<file path="config.mk">
export PLATFORM = sky130hd
export DESIGN_NAME = rgb_layer_mixer
export DESIGN_NICKNAME = d
export VERILOG_FILES = /design/src/rtl/rgb_layer_mixer.sv
export SDC_FILE = /design/constraint.sdc
export NUM_CORES = 1
export LEC_CHECK = 0
export CAP_MARGIN = 20
export CORE_AREA = 2 2 155 157
export CTS_CLUSTER_DIAMETER = 40
export DETAILED_ROUTE_END_ITERATION = 10
export DIE_AREA = 0 0 157 159
export GPL_TIMING_DRIVEN = 0
export PLACE_DENSITY = 0.79
export SLEW_MARGIN = 20
export SYNTH_ARGS = -nofsm -noshare
export SYNTH_HDL_FRONTEND = slang
export SYNTH_SLANG_ARGS = --single-unit
</file>
<file path="constraint.sdc">
create_clock -name clk -period 6.3 [get_ports clk]
set_input_delay 1.26 -clock clk [delete_from_list [all_inputs] [get_ports clk]]
set_output_delay 1.26 -clock clk [all_outputs]
set_load 0.03 [all_outputs]
</file>
<file path="src/rtl/rgb_layer_mixer.sv">
// Layer colour mixer: masks and merges per-layer RGB sources, applies blanking,
// and scales the result by a frame-stepped fade level ahead of the VGA DAC.
module rgb_layer_mixer #(
  parameter int N_LAYERS        = 13,
  parameter int COLOR_W         = 8,
  parameter int LEVEL_W         = 4,
  parameter int FRAMES_PER_STEP = 2
) (
  input  logic                            clk,
  input  logic                            reset_n,
  input  logic [N_LAYERS*3*COLOR_W-1:0]   layer_rgb,
  input  logic [N_LAYERS-1:0]             layer_hit,
  input  logic [N_LAYERS-1:0]             layer_en,
  input  logic                            mode,
  input  logic [3*COLOR_W-1:0]            bg_rgb,
  input  logic                            video_on,
  input  logic                            hsync_in,
  input  logic                            vsync_in,
  input  logic                            fade_req,
  input  logic                            fade_dir,
  output logic [COLOR_W-1:0]              VGA_R,
  output logic [COLOR_W-1:0]              VGA_G,
  output logic [COLOR_W-1:0]              VGA_B,
  output logic                            hsync_out,
  output logic                            vsync_out,
  output logic                            fade_busy,
  output logic                            fade_done,
  output logic [LEVEL_W:0]                level
);

  localparam int PIX_W  = 3 * COLOR_W;
  localparam int PROD_W = COLOR_W + LEVEL_W + 1;
  localparam int CNT_W  = $clog2(FRAMES_PER_STEP + 1);

  localparam logic [LEVEL_W:0] LEVEL_MAX  = {1'b1, {LEVEL_W{1'b0}}};
  localparam logic [LEVEL_W:0] LEVEL_ONE  = {{LEVEL_W{1'b0}}, 1'b1};
  localparam logic [LEVEL_W:0] LEVEL_ZERO = {(LEVEL_W+1){1'b0}};
  localparam logic [CNT_W-1:0] CNT_LAST   = CNT_W'(FRAMES_PER_STEP - 1);
  localparam logic [CNT_W-1:0] CNT_ONE    = CNT_W'(1);

  typedef enum logic [1:0] {
    IDLE     = 2'd0,
    FADE_OUT = 2'd1,
    FADE_IN  = 2'd2
  } fade_state_t;

  // (c * lv) >> LEVEL_W; the product cannot overflow PROD_W since lv <= 2**LEVEL_W
  function automatic logic [COLOR_W-1:0] scale_chan(input logic [COLOR_W-1:0] c,
                                                    input logic [LEVEL_W:0]   lv);
    logic [PROD_W-1:0] prod;
    prod = PROD_W'(c) * PROD_W'(lv);
    return prod[LEVEL_W +: COLOR_W];
  endfunction

  logic [N_LAYERS-1:0] act_s;
  logic [PIX_W-1:0]    or_rgb_s;
  logic [PIX_W-1:0]    pri_rgb_s;
  logic [PIX_W-1:0]    mix_rgb_s;
  logic [PIX_W-1:0]    s1_rgb_r;
  logic                s1_hs_r;
  logic                s1_vs_r;
  logic                vs_prev_r;
  logic                frame_tick_s;
  logic [CNT_W-1:0]    frame_cnt_r;
  fade_state_t         state_r;

  assign act_s        = layer_hit & layer_en;
  assign frame_tick_s = vs_prev_r & ~vsync_in;

  // Layer merge: OR of all active layers, or the lowest-index active layer
  always_comb begin
    or_rgb_s  = '0;
    pri_rgb_s = bg_rgb;
    mix_rgb_s = '0;
    // Walking downward leaves the lowest active index in pri_rgb_s
    for (int i = N_LAYERS - 1; i >= 0; i--) begin
      if (act_s[i]) begin
        or_rgb_s  = or_rgb_s | layer_rgb[i*PIX_W +: PIX_W];
        pri_rgb_s = layer_rgb[i*PIX_W +: PIX_W];
      end else begin
        or_rgb_s  = or_rgb_s;
        pri_rgb_s = pri_rgb_s;
      end
    end
    if (!video_on) begin
      mix_rgb_s = '0;
    end else if (act_s == '0) begin
      mix_rgb_s = bg_rgb;
    end else if (mode) begin
      mix_rgb_s = pri_rgb_s;
    end else begin
      mix_rgb_s = or_rgb_s;
    end
  end

  // Two-stage pixel pipeline: merge register, then brightness scaling
  always_ff @(posedge clk) begin
    if (!reset_n) begin
      s1_rgb_r  <= '0;
      s1_hs_r   <= 1'b1;
      s1_vs_r   <= 1'b1;
      VGA_R     <= '0;
      VGA_G     <= '0;
      VGA_B     <= '0;
      hsync_out <= 1'b1;
      vsync_out <= 1'b1;
    end else begin
      s1_rgb_r  <= mix_rgb_s;
      s1_hs_r   <= hsync_in;
      s1_vs_r   <= vsync_in;
      VGA_R     <= scale_chan(s1_rgb_r[2*COLOR_W +: COLOR_W], level);
      VGA_G     <= scale_chan(s1_rgb_r[COLOR_W +: COLOR_W], level);
      VGA_B     <= scale_chan(s1_rgb_r[0 +: COLOR_W], level);
      hsync_out <= s1_hs_r;
      vsync_out <= s1_vs_r;
    end
  end

  // Previous vsync for falling-edge frame tick detection
  always_ff @(posedge clk) begin
    if (!reset_n) begin
      vs_prev_r <= 1'b1;
    end else begin
      vs_prev_r <= vsync_in;
    end
  end

  // Fade engine: steps level once every FRAMES_PER_STEP frame ticks
  always_ff @(posedge clk) begin
    if (!reset_n) begin
      state_r     <= IDLE;
      frame_cnt_r <= '0;
      level       <= LEVEL_MAX;
      fade_busy   <= 1'b0;
      fade_done   <= 1'b0;
    end else begin
      fade_done <= 1'b0;
      case (state_r)
        IDLE: begin
          if (fade_req) begin
            if (!fade_dir) begin
              if (level != LEVEL_ZERO) begin
                state_r     <= FADE_OUT;
                frame_cnt_r <= '0;
                fade_busy   <= 1'b1;
              end else begin
                fade_done <= 1'b1;
              end
            end else begin
              if (level != LEVEL_MAX) begin
                state_r     <= FADE_IN;
                frame_cnt_r <= '0;
                fade_busy   <= 1'b1;
              end else begin
                fade_done <= 1'b1;
              end
            end
          end
        end
        FADE_OUT: begin
          if (frame_tick_s) begin
            if (frame_cnt_r == CNT_LAST) begin
              frame_cnt_r <= '0;
              level       <= level - LEVEL_ONE;
              if (level == LEVEL_ONE) begin
                state_r   <= IDLE;
                fade_busy <= 1'b0;
                fade_done <= 1'b1;
              end
            end else begin
              frame_cnt_r <= frame_cnt_r + CNT_ONE;
            end
          end
        end
        FADE_IN: begin
          if (frame_tick_s) begin
            if (frame_cnt_r == CNT_LAST) begin
              frame_cnt_r <= '0;
              level       <= level + LEVEL_ONE;
              if (level == (LEVEL_MAX - LEVEL_ONE)) begin
                state_r   <= IDLE;
                fade_busy <= 1'b0;
                fade_done <= 1'b1;
              end
            end else begin
              frame_cnt_r <= frame_cnt_r + CNT_ONE;
            end
          end
        end
        default: begin
          state_r   <= IDLE;
          fade_busy <= 1'b0;
        end
      endcase
    end
  end

endmodule

</file>
==> metrics.txt <==
result of the run=completed; share of the synthesized area in the top cell type=12.9%; number of global-route vias before repair=13400; path type of the worst setup path=reg -> reg; most common library cell in the layout ignoring fill and taps=clkdlybuf4s50_1; Seq/Total Area, Yosys=12.9%; share of post-route cells with drive strength above 1=4.13%; buffers plus inverters on the worst setup path=3; Resized cells post-CTS=0; max frequency=0.203 GHz; PnR worst setup slack=1.37 ns; number of hold buffers added after cts=0; Horiz. Die Dim=157 um; number of flip-flops and latches in the synthesized netlist=63; placer congestion estimate=1.08; worst slack at placement=1.53 ns; launch point of the worst path=level[3]$_SDFFE_PN0P_; number of levels in the clock H-tree=3; launching element type of the critical path=register; clock tree root driver cell=clkbuf_16; most frequent cells in the layout=clkdlybuf4s50_1, nand2_1, a21oi_1; unrepaired setup endpoints after global routing=no; number of antenna violations at the first check in global routing=16; worst hold path startpoint=s1_hs_r$_SDFF_PN1_; area of combinational cells with multiple inputs=7770 sq um; residual DRC count=0; synthesized instance count=1327; effective utilization at floorplan=42.1%; Worst Skew=0.00697 ns; Final Cycle Share=78.3%; First DRT Iteration DRCs=1975; Worst R2R End=VGA_B[6]$_SDFF_PN0_; Synth area leaders=dfxtp_1, fa_1, nand2_1; Async S/R FF share, synth=0%; I/O pin total=403; Worst VDD drop=0.000104 V; Placement Rows=56; fill cell total of the finished layout=2016; TritonCTS buffer count=9; clock insertion delay at the later pin of the skew report=0.34 ns; Post-Synthesis Mean Instance Area=7.36 sq um; top cell type by total area after synthesis=dfxtp_1; Max Buffers Root-to-Sink=2; detailed-router iteration count before antenna repair=7; library cells used by synthesis=66; number of max-cap violations=0; Post-Route WL=56.2 mm; master of the slowest instance on the critical path=fa_1; Total GRT Usage=44.0%; die area=25000 sq um; min Tclk post-route=4.93 ns; critical register-to-register path startpoint=level[3]$_SDFFE_PN0P_; cell chain of the critical path=clkbuf_1, clkbuf_1, nand2_1, fa_1, inv_1, fa_1, fa_1, ha_1, and4_1, a221o_1, o221a_2, o21ai_0, nor3b_1; Syn-to-layout area delta=48.7%; hold violation total from the final report=0; HPWL after DPL=46.4 mm; register area=1260 sq um; crit path DAT=5.14 ns; net count after synthesis=1807; die boundary height=159 um; maximum number of pins on one net before global-route repair=12; number of flops mapped to enable cells by yosys=0; clock tree from TritonCTS=built; worst hold slack across all endpoints=0.438 ns; maximum net fanout on the critical path=10; average wire per standard cell=27.0 um; via density per instance=6.52; Yosys warning total=0; Crit path top cell by count=fa_1; standby leakage power=5.93 nW; critical path capture point=VGA_B[6]$_SDFF_PN0_; number of max-slew violations in the final report=0; Total Neg Setup Slack=0 ns; top_reg_cell synth=dfxtp_1; Max stage delay on crit path=0.53 ns; total global routing overflow=0; length in cells of the worst reg-to-reg path=13; port buffer count=402; power density over the cells=128 nW/um^2; final setup violation count=0; classification of the worst-slack hold path=reg -> reg; clk sink count=63; netlist area before placement=9760 sq um; data required time at the worst endpoint=6.51 ns; normalized max-slew margin=33.8%; standard cell core area=23200 sq um; delay-heaviest family, CP=adder cells; post-CTS setup buffers=0; pin slew with the least headroom to its limit=0.980 ns; Critical Path End Type=register; clock-pin slew reported for the worst setup and hold paths after clock tree synthesis=0.05 ns; Via Count=13600; Crit path depth=13; wire length of the first global-routing pass=82.2 mm; post-detailed-route count of antenna-violating nets=0; NumNets Final=2220; slack of the worst reg-to-reg path=1.37 ns
## cell usage after synthesis (11+ instances only)
library cell and number:
or4_1 16, buf_2 18, ha_1 62, nand3b_1 13
a22oi_1 41, nor3_1 23, a221o_1 11, a222oi_1 14
nand2_1 233, and2_1 64, o221a_2 15, o22ai_1 16
and3_1 12, o2111ai_1 13, dfxtp_1 63, fa_1 48
o21a_1 14, clkbuf_1 74, a21oi_1 92, a32o_1 15
nand4_1 17, a31oi_1 19, o311ai_0 13, o21ai_0 58
nor2_1 29, xnor2_1 17, o41ai_1 15, inv_1 72
nand3_1 73, a211oi_1 19, a22o_1 39
## worst min path at each step
stage	to	cells after the start
floorplan	hsync_out$_SDFF_PN1_	1
global placement	hsync_out$_SDFF_PN1_	1
detailed placement	hsync_out$_SDFF_PN1_	1
CTS	hsync_out$_SDFF_PN1_	1
global route	frame_cnt_r[1]$_SDFFE_PN0P_	2
finish	hsync_out$_SDFF_PN1_	1
## kinds of logic after synthesis
kind of cell               count (synthesis)  synth area share (%)
AOI/OAI and AO/OA                        428                  32.5
xor gates and xnor gates                  18                  1.61
adders and majority gates                110                  17.8
buffers and inverters                    176                  7.54
DFF                                       63                  12.9
muxes                                      8                 0.833
and+or+nand+nor                          524                  26.8
## through the flow
stage / cell area, sq um / total power, mW / std cells / utilization, %
3_5_place_dp: 14200 / 1.33 / 2048 / 61.2
4_1_cts: 14500 / 1.82 / 2062 / 62.4
2_1_floorplan: 9760 / 0.856 / 1327 / -
3_3_place_gp: 14200 / 1.33 / 2048 / 61.2
5_1_grt: 14500 / 1.92 / 2077 / 62.6
6_report: 14500 / 1.86 / 2080 / 62.6
## state kept, by name, indices dropped and copies added (netlist names), 2 cells and up
register	count
VGA_B	8
VGA_G	8
VGA_R	8
frame_cnt_r	2
level	5
s1_rgb_r	24
state_r	2
## where the power goes
part	switching [mW]	leakage, nW	internal [mW]
sequential	0.0271	0.517	0.427
clock	0.182	0.134	0.312
combinational	0.487	5.28	0.426
## layout make-up
| type | instances | share of cell area [%] |
|---|---|---|
| antenna | 18 | 0.310 |
| buffer | 104 | 3.21 |
| clock buffer | 11 | 1.67 |
| clock inverter | 3 | 0.310 |
| inverter | 72 | 1.86 |
| multi-input combinational | 1088 | 53.5 |
| sequential | 63 | 8.69 |
| tap | 319 | 2.75 |
| timing repair buffer | 402 | 27.7 |
## worst register-to-register path, stage by stage, from the launching register on
cell and delay, ns:
dfxtp_1 0.35, clkbuf_1 0.42, clkbuf_1 0.49, nand2_1 0.17, fa_1 0.53, inv_1 0.05, fa_1 0.51, fa_1 0.42
ha_1 0.33, and4_1 0.21, a221o_1 0.39, o221a_2 0.29, o21ai_0 0.24, nor3b_1 0.39
## metal layers
metal,vias up,track usage (%),wire length [um]
met3,223,11.3,7140
met1,6397,54.6,20300
met4,0,21.0,3140
met5,-,0,0
li1,5803,-,-
met2,1134,70.9,25600
Power figures use the tool's default switching activity.
==> edit (same settings) <==
Set the parameter `N_LAYERS` to 15 (it was 13).
--- a/src/rtl/rgb_layer_mixer.sv
+++ b/src/rtl/rgb_layer_mixer.sv
@@ -3,3 +3,3 @@
 module rgb_layer_mixer #(
-  parameter int N_LAYERS        = 13,
+  parameter int N_LAYERS        = 15,
   parameter int COLOR_W         = 8,
Interface: changed (resized layer_en, layer_hit and layer_rgb); port bits go from 403 to 455. No check against the original RTL was run, so the function may have changed too.
==> edit against the unedited design <==
Sequential cell count is the same; highest routed layer is now met5; clock skew grew 0.0035 ns; cell area grew 11%; area after synthesis grew 10%; combinational power grew 82%; sequential share of layout area shrank 0.84 points; largest power group unchanged; critical path type unchanged; largest cell class unchanged; worst setup slack lost 0.012 ns; non-clock buffer count grew 81; routed wire length grew 19%; total power grew 46%.
==> edit: results (changes against the unedited design) <==
metric,value,unit,change
largest net degree at the start of global routing,13,,+1
initial antenna violation count,20,,+4
skew final,0.0105,ns,+0.00350 ns
switching pwr,0.00123,W,+77%
Synth area leaders,"dfxtp_1 (12%), fa_1 (8.9%), nand2_1 (8.0%)",,
Tcrit/Tclk final,78.5,%,+0.20 points
"top cells by count, synth","nand2_1 (231), nand3_1 (158), o21ai_0 (113)",,
worst vdd rail ir drop,176,µV,+70%
multiplexer share of the synthesized area,0.674,%,-0.16 points
DRT Pass-1 Iters,9,,+2
critical path data arrival time,5.22,ns,+0.08 ns
first-pass GRT wire length,97.1,mm,+18%
Critical Path Sink,VGA_R[7],,
max incr delay on CP,0.59,ns,+0.06 ns
r2r endpoint,VGA_R[7],,
Met3 Wirelength,10.2,mm,+43%
Slowest cell on crit path,or4b_1,,
DR iter-0 viols,2567,,+30%
met1 WL,22.8,mm,+12%
R2R cell count,14,,+1
Post-Syn Nets,2128,,+18%
Top Metal Used,met5,,
gr usage total,51.7,%,+7.6 points
Layout Nets,2593,,+17%
Hold WS,0.443,ns,+0.00452 ns
status,"finished, final reports clean",,
XOR/XNOR Fraction of Synth Area,2.03,%,+0.42 points
Port Buffers,454,,+13%
worst r2r src,level[4],,
DR vias/cell,6.83,,+4.8%
DP Area,15700,µm²,+11%
## edit: layout make-up
class,instances,area (µm²)
buffer,133,522
fill,1889,7120
clock buffer,10,239
multi-input combinational,1333,8740
tap,319,399
inverter,67,251
clock inverter,6,70.1
sequential,63,1260
antenna,20,50.0
timing repair buffer,454,4540
## edit: power groups by stage
stage,Combinational (W),Sequential (W),Clock [W]
final,0.00166,0.000528,0.000521
after global routing,0.00174,0.000531,0.000525
after CTS,0.00158,0.000521,0.000513
after detailed placement,0.00153,0.000527,0
after global placement,0.00148,0.000521,0
after floorplan,0.000738,0.000602,0
## edit: per-layer routing
metal	vias to the layer above	track usage, %
met5	-	1.79
met4	6	32.3
met3	398	20.4
met2	1677	78.7
met1	7489	60.2
li1	6860	-
## edit: metrics by stage
stage,total power (W),instances
6_report,0.00271,2405
5_1_grt,0.00280,2402
4_1_cts,0.00261,2385
3_5_place_dp,0.00206,2369
3_3_place_gp,0.00200,2369
2_1_floorplan,0.00134,1596
